<file path="src/rtl/hazard_scoreboard_pkg.sv">
// Shared pipeline types for the hazard scoreboard: forwarding-source and selector result records.
package hazard_scoreboard_pkg;

  localparam int unsigned FwdDstW = 5;
  localparam int unsigned DataW   = 64;

  typedef struct packed {
    logic               valid;
    logic               is_load;
    logic [FwdDstW-1:0] dst;
    logic [DataW-1:0]   data;
  } fwd_src_t;

  typedef struct packed {
    logic             hit;
    logic             is_load;
    logic [DataW-1:0] data;
  } hazard_data_out_t;

endpackage

</file>
<file path="src/rtl/hazard_scoreboard_fwd_select.sv">
// Priority selector: returns the lowest-index (youngest) valid forwarding source whose dst matches.
module hazard_fwd_select
  import hazard_scoreboard_pkg::*;
#(
  parameter int unsigned NUM_FWD = 3,
  parameter int unsigned IDX_W   = 5
) (
  input  logic [IDX_W-1:0]         idx,
  input  fwd_src_t [NUM_FWD-1:0]   fwd_src,
  output hazard_data_out_t         result
);

  // Scan oldest to youngest so the youngest match is written last and wins.
  always_comb begin
    result = '0;
    for (int i = int'(NUM_FWD) - 1; i >= 0; i--) begin
      if (fwd_src[i].valid && (fwd_src[i].dst == FwdDstW'(idx))) begin
        result.hit     = 1'b1;
        result.is_load = fwd_src[i].is_load;
        result.data    = fwd_src[i].data;
      end
    end
  end

endmodule

</file>
<file path="src/rtl/hazard_scoreboard.sv">
// Register hazard scoreboard with per-register pending-write counters and operand forwarding.
// Forwarding is enabled by defining HAZARD_FORWARD_EN; otherwise every hazard stalls.
module hazard_scoreboard
  import hazard_scoreboard_pkg::*;
#(
  parameter int unsigned NREGS   = 32,
  parameter int unsigned NUM_FWD = 3,
  parameter int unsigned CNT_W   = 2
) (
  input  logic                       clk,
  input  logic                       reset,
  input  logic                       id_valid,
  input  logic [$clog2(NREGS)-1:0]   id_ra1,
  input  logic [$clog2(NREGS)-1:0]   id_ra2,
  input  logic                       id_use1,
  input  logic                       id_use2,
  input  logic                       id_regwrite,
  input  logic [$clog2(NREGS)-1:0]   id_dst,
  output logic                       id_ready,
  input  logic                       wb_valid,
  input  logic [$clog2(NREGS)-1:0]   wb_dst,
  input  fwd_src_t [NUM_FWD-1:0]     fwd_src,
  input  logic                       flush,
  output logic                       srca_mux,
  output logic                       srcb_mux,
  output logic [63:0]                srca_forward,
  output logic [63:0]                srcb_forward,
  output logic                       stall,
  output logic                       clear,
  output logic [31:0]                stall_cycles
);

  localparam int unsigned IdxW = $clog2(NREGS);
  localparam logic [CNT_W-1:0] CntMax = '1;

  logic [CNT_W-1:0] pending_q [NREGS];
  logic [CNT_W-1:0] pending_d [NREGS];
  logic [31:0]      stall_cycles_q;

  logic [CNT_W-1:0] pend_ra1, pend_ra2, pend_dst, pend_wb;
  logic haz_a, haz_b, op_stall_a, op_stall_b, sat_stall;
  logic issue, inc, dec;
  hazard_data_out_t fwd_a, fwd_b;

  // x0 is hardwired: never report it as pending.
  assign pend_ra1 = (id_ra1 == '0) ? '0 : pending_q[id_ra1];
  assign pend_ra2 = (id_ra2 == '0) ? '0 : pending_q[id_ra2];
  assign pend_dst = (id_dst == '0) ? '0 : pending_q[id_dst];
  assign pend_wb  = (wb_dst == '0) ? '0 : pending_q[wb_dst];

  assign haz_a = id_use1 && (id_ra1 != '0) && (pend_ra1 != '0);
  assign haz_b = id_use2 && (id_ra2 != '0) && (pend_ra2 != '0);

  hazard_fwd_select #(
    .NUM_FWD(NUM_FWD),
    .IDX_W  (IdxW)
  ) u_fwd_a (
    .idx    (id_ra1),
    .fwd_src(fwd_src),
    .result (fwd_a)
  );

  hazard_fwd_select #(
    .NUM_FWD(NUM_FWD),
    .IDX_W  (IdxW)
  ) u_fwd_b (
    .idx    (id_ra2),
    .fwd_src(fwd_src),
    .result (fwd_b)
  );

`ifdef HAZARD_FORWARD_EN
  // A matching load cannot forward yet: its data is not available until a later stage.
  assign op_stall_a   = haz_a && (!fwd_a.hit || fwd_a.is_load);
  assign op_stall_b   = haz_b && (!fwd_b.hit || fwd_b.is_load);
  assign srca_mux     = reset && haz_a && fwd_a.hit && !fwd_a.is_load;
  assign srcb_mux     = reset && haz_b && fwd_b.hit && !fwd_b.is_load;
  assign srca_forward = srca_mux ? fwd_a.data : '0;
  assign srcb_forward = srcb_mux ? fwd_b.data : '0;
`else
  logic unused_fwd;
  assign unused_fwd   = ^{fwd_a, fwd_b};
  assign op_stall_a   = haz_a;
  assign op_stall_b   = haz_b;
  assign srca_mux     = 1'b0;
  assign srcb_mux     = 1'b0;
  assign srca_forward = '0;
  assign srcb_forward = '0;
`endif

  assign sat_stall = id_regwrite && (pend_dst == CntMax);
  assign id_ready  = reset && !flush && !op_stall_a && !op_stall_b && !sat_stall;
  assign stall     = reset && id_valid && !id_ready && !flush;
  assign clear     = stall || (reset && flush);

  assign issue = id_valid && id_ready;
  assign inc   = issue && id_regwrite && (id_dst != '0);
  assign dec   = wb_valid && (wb_dst != '0) && (pend_wb != '0);

  always_comb begin
    for (int r = 0; r < int'(NREGS); r++) begin
      pending_d[r] = pending_q[r];
    end
    pending_d[0] = '0;
    // Simultaneous issue and retire of the same register cancel out.
    if (inc && !(dec && (wb_dst == id_dst))) begin
      pending_d[id_dst] = pending_q[id_dst] + CNT_W'(1);
    end
    if (dec && !(inc && (wb_dst == id_dst))) begin
      pending_d[wb_dst] = pending_q[wb_dst] - CNT_W'(1);
    end
  end

  always_ff @(posedge clk) begin
    if (!reset) begin
      for (int r = 0; r < int'(NREGS); r++) begin
        pending_q[r] <= '0;
      end
      stall_cycles_q <= '0;
    end else begin
      for (int r = 0; r < int'(NREGS); r++) begin
        pending_q[r] <= pending_d[r];
      end
      if (stall && (stall_cycles_q != 32'hFFFF_FFFF)) begin
        stall_cycles_q <= stall_cycles_q + 32'd1;
      end
    end
  end

  assign stall_cycles = stall_cycles_q;

endmodule

</file>
<file path="config.mk">
export PLATFORM = sky130hd
export DESIGN_NAME = hazard_scoreboard
export DESIGN_NICKNAME = d
export VERILOG_FILES = /design/src/rtl/hazard_scoreboard_pkg.sv /design/src/rtl/hazard_scoreboard_fwd_select.sv /design/src/rtl/hazard_scoreboard.sv
export SDC_FILE = /design/constraint.sdc
export NUM_CORES = 1
export LEC_CHECK = 0
export ABC_AREA = 1
export BUFFER_PORTS_ARGS = -buffer_cell sky130_fd_sc_hd__buf_2
export CAP_MARGIN = 20
export CORE_AREA = 5 5 157 159
export CTS_CLUSTER_DIAMETER = 120
export CTS_CLUSTER_SIZE = 16
export DETAILED_ROUTE_END_ITERATION = 10
export DIE_AREA = 0 0 162 164
export PLACE_DENSITY = 0.68
export SLEW_MARGIN = 5
export SYNTH_ARGS = -nofsm -noshare
export SYNTH_HDL_FRONTEND = slang
export SYNTH_SLANG_ARGS = --single-unit
</file>
<file path="constraint.sdc">
create_clock -name clk -period 2.7 [get_ports clk]
set_clock_uncertainty 0.05 [all_clocks]
set_input_delay 0.54 -clock clk [delete_from_list [all_inputs] [get_ports clk]]
set_output_delay 0.54 -clock clk [all_outputs]
set_load 0.02 [all_outputs]
</file>
==> results.txt <==
max-slew violation count - 0
Arr. time, crit path - 2.11 ns
pre-CTS setup slack - -0.298 ns
Synth Instances - 1,590
CTS H-tree depth - 3
f_max - 371 MHz
reg2reg end - pending_q[3][1]$_SDFF_PN0_
worst-path fanout max - 8
Internal Pwr Total - 2.51 mW
sequential power share - 0.359
Non-Filler Instances - 2,012
routed wire length on met3 - 3310 um
hold crit path type - reg2reg
setup total negative slack - 0 ns
worst reg2reg path depth - 18
Max-Cap Viols - 0
Initial Util - 0.401
post-layout min period - 2.70 ns
detailed-route vias per instance - 5.27
core box area - 23,100 um2
number of synthesized flops with an enable pin - 0
first-pass GRT wire length - 49,900 um
Vias - 10,604
Tightest Pin Transition - 0.676 ns
status - finished, final reports clean
remaining global-route overflow - 0
routed wire length - 33,100 um
switching power - 1.50 mW
YS warnings - 0
drt drc - 0
RePlAce Congestion - 0.967
Worst setup EP type - primary output
DP HPWL - 23,800 um
Synth Cell Area - 9270 um2
Cell Rows - 56
crit path launch type - input pin
critical path class - in2out
Die X - 162 um
initial antenna violation count - 0
pin count of the biggest net entering global routing - 68
Detail Route Antenna Nets - 0
Worst IR Drop VDD - 0.253 mV
worst hold endpoint - stall_cycles[31]$_SDFFE_PN0P_
Synth top area share - 0.207
PwrDens - 368 nW/um2
total placed cells including tap cells - 1,990
post-synth top area cell - dfxtp_1
CTS Buf Count - 9
Met2 Wirelength - 14,900 um
die height - 164 um
area delta synth->final - 17.3%
top routing layer in use - met4
Initial DRC Count - 968
deepest clock path buffer count - 2
Clk pin slew, worst setup/hold paths - 0.09 ns
sw frac - 0.375
Die Area - 26,600 um2
final-report hold violation count - 0
Worst Hold Launch - stall_cycles[31]$_SDFFE_PN0P_
FF-to-FF Start - pending_q[20][0]$_SDFF_PN0_
Final Cycle Share - 0.998
Comb pwr share - 0.275
hold path cells - 2
Async SR Flop Fraction - 0
worst skew pair latency - 0.37 ns
Avg Cell Area, Syn - 5.83 um2
iteration count of the initial detailed-routing pass - 6
port buffer count - 62
Hold WS - 0.448 ns
vias in the first global route - 9,638
Tot GR Track Use - 0.237
CTS Root Buffer Type - clkbuf_16
Routed WL per cell - 16.5 um
R2R Setup Slk - 0.29 ns
leak pwr - 4.99 nW
Seq cells post-synth - 96
synth unique cells - 36
Sink Count - 96
Commonest cells post-synth - nand2_1 (324), nor2_1 (291), nand3_1 (166), inv_1 (152)
unrepaired setup endpoints after global routing - yes
Clock power frac - 0.366
Met1 Routed Length - 13,400 um
Area contributors post-synth - dfxtp_1 (21%), nand2_1 (13%), nor2_1 (12%)
Most used DFF post-synth - dfxtp_1
Final WS setup - 0.00455 ns
final setup fails - 0
most common cell in the netlist - nand2_1
Rel. slew slack - 0.549
TritonCTS clock tree - built
worst path required time - 2.11 ns
Nets - 1,959
ANT cells - 0
layout cell share with drive strength beyond 1 - 0.178
Seq/Total Area, Yosys - 0.207
IO Pins - 406
## layout by cell type, fill, tap and decap left out, types with 7 or more instances in the layout
cell | synthesis | routed
nand2_1 | 324 | 301
nor2_1 | 291 | 288
nand3_1 | 166 | 153
inv_1 | 152 | 147
conb_1 | 1 | 132
o21ai_0 | 137 | 123
buf_4 | 137 | 97
dfxtp_1 | 96 | 94
buf_2 | 27 | 54
o22ai_1 | 31 | 31
a21oi_1 | 31 | 30
nor3_1 | 32 | 29
nand3_2 | 12 | 24
o21ai_1 | 11 | 23
nor2_4 | 22 | 23
xor2_1 | 24 | 23
nand2_2 | 5 | 22
nand4_1 | 19 | 19
buf_12 | 0 | 19
clkbuf_16 | 0 | 11
inv_2 | 6 | 8
xnor2_1 | 9 | 8
nor4_1 | 8 | 8
buf_6 | 6 | 8
nand2_4 | 1 | 7
## logic make-up after synthesis
kind of cell | count (synthesis) | synth area share
flip-flops | 96 | 0.207
AND/OR/NAND/NOR | 888 | 0.428
other | 1 | 0.000404
adder cells (fa/ha/maj) | 1 | 0.00135
buffers and inverters | 360 | 0.214
XOR/XNOR | 33 | 0.0312
AO/OA/AOI/OAI | 211 | 0.118
## registers in the layout (all words and copies together), names as in the netlist
name and cells:
pending_q 64, stall_cycles 32
## per-stage QoR
stage          power (mW)  area, um2  utilization
3_3_place_gp         2.48      10200        0.440
3_5_place_dp         2.48      10200        0.440
2_1_floorplan        2.22       9770            -
4_1_cts              3.96      10600        0.459
5_1_grt              4.15      10900        0.471
6_report             4.01      10900        0.471
## how the worst max path moves through the flow
| stage | start | endpoint | slack (ns) |
|---|---|---|---|
| after floorplan | id_dst[0] | clear | 0.09 |
| after global placement | wb_dst[1] | pending_q[2][1]$_SDFF_PN0_ | -0.22 |
| after detailed placement | wb_dst[1] | pending_q[2][0]$_SDFF_PN0_ | -0.30 |
| after CTS | id_ra1[1] | clear | 0.005 |
| after global routing | id_ra2[0] | clear | -0.09 |
| final | id_dst[1] | clear | 0.005 |
## critical path, cell delays in order
cell and delay (ns):
buf_8 0.08, clkinvlp_4 0.18, clkbuf_16 0.24, nand2_4 0.07, nand2_4 0.04, nand2_2 0.06
nand2_2 0.05, nor2_2 0.12, nand2_2 0.09, nand3_2 0.10, nand3_2 0.08, nor2_4 0.14
buf_6 0.12, o21ai_2 0.05, buf_6 0.13
## power by group through the flow
stage,clock network [mW],logic [mW],registers (mW)
3_3_place_gp,0,1.00,1.47
2_1_floorplan,0,0.753,1.47
6_report,1.47,1.10,1.44
3_5_place_dp,0,1.00,1.47
5_1_grt,1.54,1.16,1.44
4_1_cts,1.49,1.03,1.44
## layer usage
layer	track usage	vias up
met5	0	-
met3	0.0376	116
met2	0.394	614
met4	0.105	0
met1	0.304	4786
li1	-	5088
## area by class of cell
type	count	area (um2)
Clock buffer	9	225
Clock inverter	7	97.6
Fill cell	2441	12200
Inverter	162	626
Multi-Input combinational cell	1265	6080
Sequential cell	96	1920
Tap cell	290	363
Timing Repair Buffer	183	1570
## repair_timing
| item | in CTS | in global routing |
|---|---|---|
| setup buffers | 0 | 2 |
| gates resized for setup | 29 | 74 |
| hold buffers | 0 | 0 |
| setup endpoints to repair | 3 | 70 |
| cloned | 1 | 3 |
| pin swaps | 10 | 28 |
Note: power is estimated with default switching activity, not from simulation.
